[src/rtl/mult_seq_ctrl.sv]
// mult_seq_ctrl: radix-2 shift-add sequencer for MULT/MULTU producing a {HI,LO} product
module mult_seq_ctrl #(
  parameter int WIDTH = 32,
  parameter int CNT_W = $clog2(WIDTH + 1)
) (
  input  logic               i_clk,
  input  logic               i_rst_n,
  input  logic               i_start,
  input  logic               i_signed,
  input  logic [WIDTH-1:0]   i_a,
  input  logic [WIDTH-1:0]   i_b,
  output logic               o_busy,
  output logic               o_done,
  output logic [2*WIDTH-1:0] o_product
);
  typedef enum logic [1:0] {S_IDLE, S_CALC, S_FIX, S_DONE} state_t;
  state_t               r_state;
  logic [CNT_W-1:0]     r_count;
  logic [WIDTH-1:0]     r_mcand;
  logic [WIDTH-1:0]     r_mplr;
  logic [WIDTH:0]       r_acc;
  logic                 r_neg;
  logic                 r_busy;
  logic                 r_done;
  logic [2*WIDTH-1:0]   r_product;
  logic [WIDTH:0]       w_sum;
  logic [2*WIDTH-1:0]   w_mag;
  // partial sum for this step; the carry lands in bit WIDTH
  always_comb begin
    w_sum = r_acc + {1'b0, r_mplr[0] ? r_mcand : '0};
    w_mag = {r_acc[WIDTH-1:0], r_mplr};
  end
  // FSM, datapath registers and registered Busy/Done/Product
  always_ff @(posedge i_clk) begin
    if (!i_rst_n) begin
      r_state   <= S_IDLE;
      r_count   <= '0;
      r_mcand   <= '0;
      r_mplr    <= '0;
      r_acc     <= '0;
      r_neg     <= 1'b0;
      r_busy    <= 1'b0;
      r_done    <= 1'b0;
      r_product <= '0;
    end else begin
      case (r_state)
        S_IDLE: if (i_start) begin
          r_mcand <= (i_signed && i_a[WIDTH-1]) ? -i_a : i_a;
          r_mplr  <= (i_signed && i_b[WIDTH-1]) ? -i_b : i_b;
          r_neg   <= i_signed & (i_a[WIDTH-1] ^ i_b[WIDTH-1]);
          r_acc   <= '0;
          r_count <= CNT_W'(WIDTH);
          r_busy  <= 1'b1;
          r_state <= S_CALC;
        end
        S_CALC: begin
          {r_acc, r_mplr} <= {1'b0, w_sum, r_mplr[WIDTH-1:1]};
          r_count         <= r_count - 1'b1;
          if (r_count == CNT_W'(1)) r_state <= S_FIX;
        end
        S_FIX: begin
          r_product <= r_neg ? -w_mag : w_mag;
          r_busy    <= 1'b0;
          r_done    <= 1'b1;
          r_state   <= S_DONE;
        end
        default: begin
          r_done  <= 1'b0;
          r_state <= S_IDLE;
        end
      endcase
    end
  end
  assign o_busy    = r_busy;
  assign o_done    = r_done;
  assign o_product = r_product;
endmodule

[config.mk]
export PLATFORM = sky130hd
export DESIGN_NAME = mult_seq_ctrl
export DESIGN_NICKNAME = d
export VERILOG_FILES = /design/src/rtl/mult_seq_ctrl.sv
export SDC_FILE = /design/constraint.sdc
export NUM_CORES = 1
export LEC_CHECK = 0
export BUFFER_PORTS_ARGS = -buffer_cell sky130_fd_sc_hd__buf_2
export CAP_MARGIN = 20
export CORE_UTILIZATION = 53
export CTS_CLUSTER_DIAMETER = 40
export CTS_CLUSTER_SIZE = 28
export DETAILED_ROUTE_END_ITERATION = 10
export GPL_TIMING_DRIVEN = 0
export HOLD_SLACK_MARGIN = 0.05
export PLACE_DENSITY = 0.71
export SLEW_MARGIN = 20
export SYNTH_ARGS = -nofsm -noshare
export SYNTH_HDL_FRONTEND = slang
export SYNTH_SLANG_ARGS = --single-unit
[constraint.sdc]
create_clock -name i_clk -period 4.48 [get_ports i_clk]
set_clock_uncertainty 0.15 [all_clocks]
set_input_delay 0.448 -clock i_clk [delete_from_list [all_inputs] [get_ports i_clk]]
set_output_delay 0.448 -clock i_clk [all_outputs]
set_load 0.01 [all_outputs]
==> results of run 1 <==
-- kinds of logic after synthesis --
logic type | count (synthesis) | share of synthesized area [%]
and+or+nand+nor | 454 | 20.6
AOI/OAI and AO/OA | 422 | 26.8
DFF | 171 | 31.5
xor gates and xnor gates | 147 | 11.8
buffers and inverters | 110 | 4.20
adders and majority gates | 41 | 4.79
muxes | 3 | 0.276
-- metrics by stage --
step | setup WS [ps] | cell area [um^2] | power [mW] | hold slack (ps) | instances
final | 276 | 12500 | 6.69 | 213 | 1783
after global placement | 518 | 11900 | 5.09 | 296 | 1751
after detailed placement | 475 | 11900 | 5.15 | 297 | 1751
after floorplan | 1530 | 10900 | 4.17 | 289 | 1348
after CTS | 427 | 12500 | 6.67 | 190 | 1783
after global routing | 176 | 12500 | 7.09 | 203 | 1783
-- per-layer routing --
layer | vias up | part of all wire, % | GRT usage, %
met5 | - | 0 | 0
met4 | 0 | 3.5 | 13.8
met3 | 68 | 4.9 | 3.65
met2 | 356 | 49 | 52.2
met1 | 4898 | 43 | 36.3
li1 | 5164 | - | -
-- flip-flops by register name (all words and copies together), names as in the netlist --
register	flops
r_count	6
o_done	1
o_product	64
r_neg	1
r_acc	32
o_busy	1
r_mplr	32
r_mcand	32
r_state	2
-- where the power goes --
| part | switching [mW] | total, mW | internal [mW] |
|---|---|---|---|
| sequential | 0.359 | 2.31 | 1.95 |
| combinational | 1.80 | 2.84 | 1.04 |
| clock | 0.697 | 1.54 | 0.844 |
| total | 2.86 | 6.69 | 3.84 |
-- cells in the final DEF, fill, tap and decap left out, types with 17 or more instances in the layout --
cell / Yosys / routed
nand2_1: 207 / 207
dfxtp_1: 171 / 171
buf_2: 1 / 134
o21ai_0: 111 / 111
xor2_1: 109 / 109
a21oi_1: 82 / 82
o211a_1: 72 / 72
clkbuf_1: 68 / 68
nor2_1: 47 / 47
and2_1: 40 / 40
ha_1: 40 / 40
o31ai_1: 39 / 39
xnor2_1: 38 / 38
or3_1: 29 / 29
inv_1: 26 / 26
o211ai_1: 24 / 24
a21boi_0: 24 / 24
nand3_1: 22 / 22
nor2b_1: 21 / 21
clkbuf_16: 0 / 17
-- final cells by class --
cell class,count,area share [%]
clock inverters,15,1.43
well taps,270,2.71
plain buffers,84,2.88
flip-flops and latches,171,27.4
clock buffers,17,3.41
multi-input cells,1067,56.0
repair buffers,133,5.33
inverters,26,0.782
-- worst reg2reg max path, cell delays in order (launching register included) --
cell	delay, ps
dfxtp_1	700
clkbuf_1	440
and2_1	200
ha_1	170
inv_1	60
fa_1	410
nor2b_1	260
o31ai_1	140
a211oi_1	440
o21ai_0	300
o21ai_0	410
a21oi_1	150
xor2_1	150
o21ai_0	80
-- worst min-delay path by stage --
stage,startpoint,to,cells past startpoint
floorplan,r_mcand[0]$_SDFFE_PN0P_,r_mcand[0]$_SDFFE_PN0P_,2
finish,i_b[22],r_mplr[22]$_SDFFE_PN0P_,3
global placement,o_product[43]$_SDFFE_PN0P_,o_product[43]$_SDFFE_PN0P_,2
detailed placement,o_product[59]$_SDFFE_PN0P_,o_product[59]$_SDFFE_PN0P_,2
global route,i_b[22],r_mplr[22]$_SDFFE_PN0P_,3
CTS,i_b[22],r_mplr[22]$_SDFFE_PN0P_,3
==> out/metrics.csv, run 1 <==
metric,value,unit
status,completed,
critPathLaunch,r_mplr[0]$_SDFFE_PN0P_,
cpMostUsedCell,o21ai_0,
synthTopCellsByArea,"dfxtp_1 31%, xor2_1 8.8%, nand2_1 7.1%, o211a_1 6.6%, o21ai_0 5.1%",
place_hpwl,24600,um
vias_per_cell,5.88,
setup_tns,0,ps
crit_required,4640,ps
boundaryPins,134,
initial_utilization,53.9,%
finalWirelength,31400,um
antenna_cells,0,
final.min_clock_period,4200,ps
rr_startpoint,r_mplr[0]$_SDFFE_PN0P_,
clock_path_buffers,2,
ctsHoldBuffers,0,
synth_area,10900,um^2
endpoint_kind,register,
p_leak,5.56,nW
fin_util,61.9,%
avgRoutedWirePerCell,17.6,um
path_max_fanout,10,
grt_max_degree,18,
grt-ovfl-total,0,
dieArea,21100,um^2
synth_top_area_share,31.5,%
drt_iter0_drc,662,
power.density,536,nW/um^2
cp-start-kind,register,
r2r_end,r_acc[19]$_SDFFE_PN0P_,
synth_most_common_cell,nand2_1,
yosysUniqueCellTypes,70,
slew_headroom,41.8,%
path_cells,clkbuf_1 > and2_1 > ha_1 > inv_1 > fa_1 > nor2b_1 > o31ai_1 > a211oi_1 > o21ai_0 > o21ai_0 > a21oi_1 > xor2_1 > o21ai_0,
grt_pass1_vias,9775,
htreeDepth,4,
finalMaxSlewViolations,0,
antenna_found_initial,0,
worst_slew_pin_slew,872,ps
vias,10500,
cts_setup_buffers,0,
critical_path.endpoint,r_acc[19]$_SDFFE_PN0P_,
rows,52,
drcViolationCount,0,
fp.dieW,145,um
synth_seq_area_share,31.5,%
area_delta_synth_final,14.8,%
critPathKind,register to register,
syn-num-nets,1457,
yosys-top-cells-count,"207 x nand2_1, 171 x dfxtp_1, 111 x o21ai_0, 109 x xor2_1, 82 x a21oi_1",
crit_family,compound AO/OA/AOI/OAI gates,
min_period_over_period,93.8,%
yosysWarnings,0,
synthArstFlopShare,0,%
yosysTopAreaCell,dfxtp_1,
die_h,145,um
cts_buffers,17,
gp_congestion,0.902,
core_area,20200,um^2
slowest_delay,700,ps
syn_area_per_cell,8.06,um^2
maxCapViolations,0,
fill_cells,1875,
grt_usage,29.8,%
numPortBuffers,133,
drive_gt1_share,12.4,%
grt_pass1_wl,50100,um
ir_worst_vdd,0.305,mV
clk_pin_slew_worst_paths,70,ps
cts_resized,0,
hp-class,input port to register,
syn-instance-count,1348,
synth_edf_count,0,
cts.sinks,171,
cts_root_buf,clkbuf_16,
hold_violations,0,
multi_input_area,6990,um^2
seq_area,3420,um^2
critPathBufInv,2,
rsz0062_at_grt,no,
clk_latency,440,ps
worst_ep_arrival_time,4360,ps
first_pass_iters,5,
cts_tree,yes,
nets,1609,
cp.depth,13,
setup_viol,0,
reg2reg_depth,13,
synth_flop_cell,dfxtp_1,
synth-seq-cells,171,
cp_slowest_cell,dfxtp_1,
ant_nets,0,
ff2ff_setup_slack,280,ps
fmax,0.238,GHz
(Power assumes the default switching activity.)
==> run 2: changes to the inputs <==
- ABC_AREA: unset -> 1
- PLACE_DENSITY: 0.71 -> 0.7
- clock period: 4.48 -> 5.2 ns (I/O delays scaled with it)
==> run 2 against run 1 <==
Against the previous run: clock power down 17%; worst setup slack better by 1800 ps; critical path depth up 3; combinational power up 33%; critical endpoint is now r_acc[27]$_SDFFE_PN0P_; largest cell class unchanged.
==> out/metrics.csv, run 2 <==
metric,value,unit
avgRoutedWirePerCell,17.0,um
vias_per_cell,5.48,
cp-start-kind,register,
synth-seq-cells,171,
synth_top_area_share,25.7,%
cts.sinks,171,
power.density,473,nW/um^2
p_leak,7.98,nW
syn-instance-count,2344,
cts_root_buf,clkbuf_16,
dp_cells,2801,
synth_edf_count,0,
multi_input_area,8270,um^2
final.min_clock_period,3090,ps
setup_tns,0,ps
antenna_found_initial,0,
area_delta_synth_final,12.4,%
hold_violations,0,
cts_setup_buffers,0,
drive_gt1_share,9.37,%
numPortBuffers,133,
htreeDepth,4,
path_cells,buf_6 > clkbuf_1 > nand2_1 > inv_1 > ha_1 > inv_1 > fa_1 > inv_1 > nand3_1 > nand3_1 > nand3_1 > nand3_1 > nand2_1 > nand3_1 > nand3_1 > a21oi_1,
cts_resized,0,
syn-num-nets,2453,
slew_headroom,42.3,%
fp.dieW,161,um
cts_tree,yes,
status,completed,
finalWirelength,48100,um
layout_common_cells,"703 x nand2_1, 363 x nor2_1, 338 x inv_1, 171 x dfxtp_1, 166 x nand3_1",
synthArstFlopShare,0,%
hp-class,input port to register,
min_period_over_period,59.3,%
final_common_cell,nand2_1,
endpoint_kind,register,
yosysTopAreaCell,dfxtp_1,
switching_share,51.0,%
fill_cells,2528,
drt_iter0_drc,1565,
rows,57,
fmax,0.324,GHz
die_h,161,um
seq_area,3420,um^2
maxCapViolations,0,
synth_area,13300,um^2
vias,15500,
grt-ovfl-total,0,
nets,2605,
critPathBufInv,5,
synthTopCellsByArea,"dfxtp_1 26%, nand2_1 20%, nor2_1 10%, inv_1 9.5%, nand3_1 6.2%",
first_pass_iters,6,
dp_slack,2270,ps
crit_required,5420,ps
drcViolationCount,0,
place_hpwl,38800,um
ant_nets,0,
core_area,24500,um^2
worst_slew_pin_slew,866,ps
p_sw,3.62,mW
gp_congestion,1.01,
ir_worst_vdd,0.267,mV
grt_pass1_wl,74900,um
worst_ep_arrival_time,3300,ps
initial_utilization,54.4,%
grt_max_degree,19,
synth_flop_cell,dfxtp_1,
rsz0062_at_grt,no,
cp_slowest_cell,fa_1,
syn_area_per_cell,5.69,um^2
cpMostUsedCell,nand3_1,
clkPwrFrac,18.0,%
synth_seq_area_share,25.7,%
design_area,15000,um^2
clock_path_buffers,2,
crit_family,simple AND/OR/NAND/NOR gates,
path_max_fanout,10,
slowest_delay,350,ps
yosys-top-cells-count,"703 x nand2_1, 363 x nor2_1, 338 x inv_1, 171 x dfxtp_1, 166 x nand3_1",
clk_pin_slew_worst_paths,70,ps
ctsHoldBuffers,0,
finalMaxSlewViolations,0,
synth_most_common_cell,nand2_1,
antenna_cells,0,
cts_buffers,17,
grt_usage,37.3,%
largest_reg_flops,64,
power,7.10,mW
boundaryPins,134,
yosysUniqueCellTypes,53,
intPower,3.48,mW
critPathKind,register to register,
grt_pass1_vias,14300,
clk_latency,450,ps
share_comb_of_total_power,53.2,%
setup_viol,0,
placed_area,14400,um^2
yosysWarnings,0,
p_seq_share,28.8,%
fin_ws,2110,ps
fin_cells,2833,
dieArea,25800,um^2
## run 2: cell count changes after synthesis, sizes merged, moves of 26 or more
cell	before	now
a21oi	82	162
xnor2	38	7
o31ai	40	0
inv	26	345
or3	33	0
clkbuf	70	44
and2	43	5
xor2	109	36
nor2	47	377
nand3	22	170
o211a	72	1
nand2	207	707
## run 2: layout make-up
type | count | area share [%]
Multi-Input combinational cell | 1748 | 55.2
Sequential cell | 171 | 22.8
Inverter | 348 | 8.72
Timing Repair Buffer | 133 | 4.44
Clock buffer | 17 | 2.84
Tap cell | 324 | 2.70
Buffer | 77 | 2.23
Clock inverter | 15 | 1.04
## run 2: cells by family (layout without fill, tap and decap cells)
| logic type | after synthesis | in the layout | synth area share (%) |
|---|---|---|---|
| simple gates | 1331 | 1331 | 41.7 |
| fa+ha+maj | 41 | 41 | 3.90 |
| buf+inv | 425 | 590 | 12.3 |
| flops | 171 | 171 | 25.7 |
| xor+xnor | 43 | 43 | 2.82 |
| compound gates | 333 | 333 | 13.6 |
## run 2: power groups by stage
stage / Clock [mW] / Combinational, mW / Sequential [mW]
after global placement: 0 / 3.59 / 2.04
after detailed placement: 0 / 3.65 / 2.05
after CTS: 1.26 / 3.68 / 2.03
after floorplan: 0 / 2.46 / 2.01
after global routing: 1.32 / 4.14 / 2.07
final: 1.28 / 3.78 / 2.04
## run 2: through the flow
stage	hold WS [ps]	util, %
6_report	256	61.1
4_1_cts	254	61.1
2_1_floorplan	294	-
3_5_place_dp	325	58.7
5_1_grt	253	61.1
3_3_place_gp	305	58.7
## run 2: final timing paths
path	from	cells after the start	slack, ps	endpoint
max	r_mplr[0]$_SDFFE_PN0P_	16	2110	r_acc[27]$_SDFFE_PN0P_
min	i_a[0]	3	260	r_mcand[0]$_SDFFE_PN0P_
max reg2reg	r_mplr[0]$_SDFFE_PN0P_	16	2110	r_acc[27]$_SDFFE_PN0P_
min reg2reg	o_product[20]$_SDFFE_PN0P_	2	330	o_product[20]$_SDFFE_PN0P_
## run 2: metal layers
| metal | GRT usage, % | share of wire (%) | up-vias |
|---|---|---|---|
| met5 | 0 | 0 | - |
| met4 | 19.5 | 5.0 | 0 |
| met3 | 4.57 | 7.7 | 136 |
| met2 | 61.6 | 45 | 701 |
| met1 | 47.7 | 42 | 6981 |
| li1 | - | - | 7693 |
## run 2: worst min-delay path, cell delays in order
cell and delay (ps):
buf_2 90, inv_1 80, a21oi_1 120
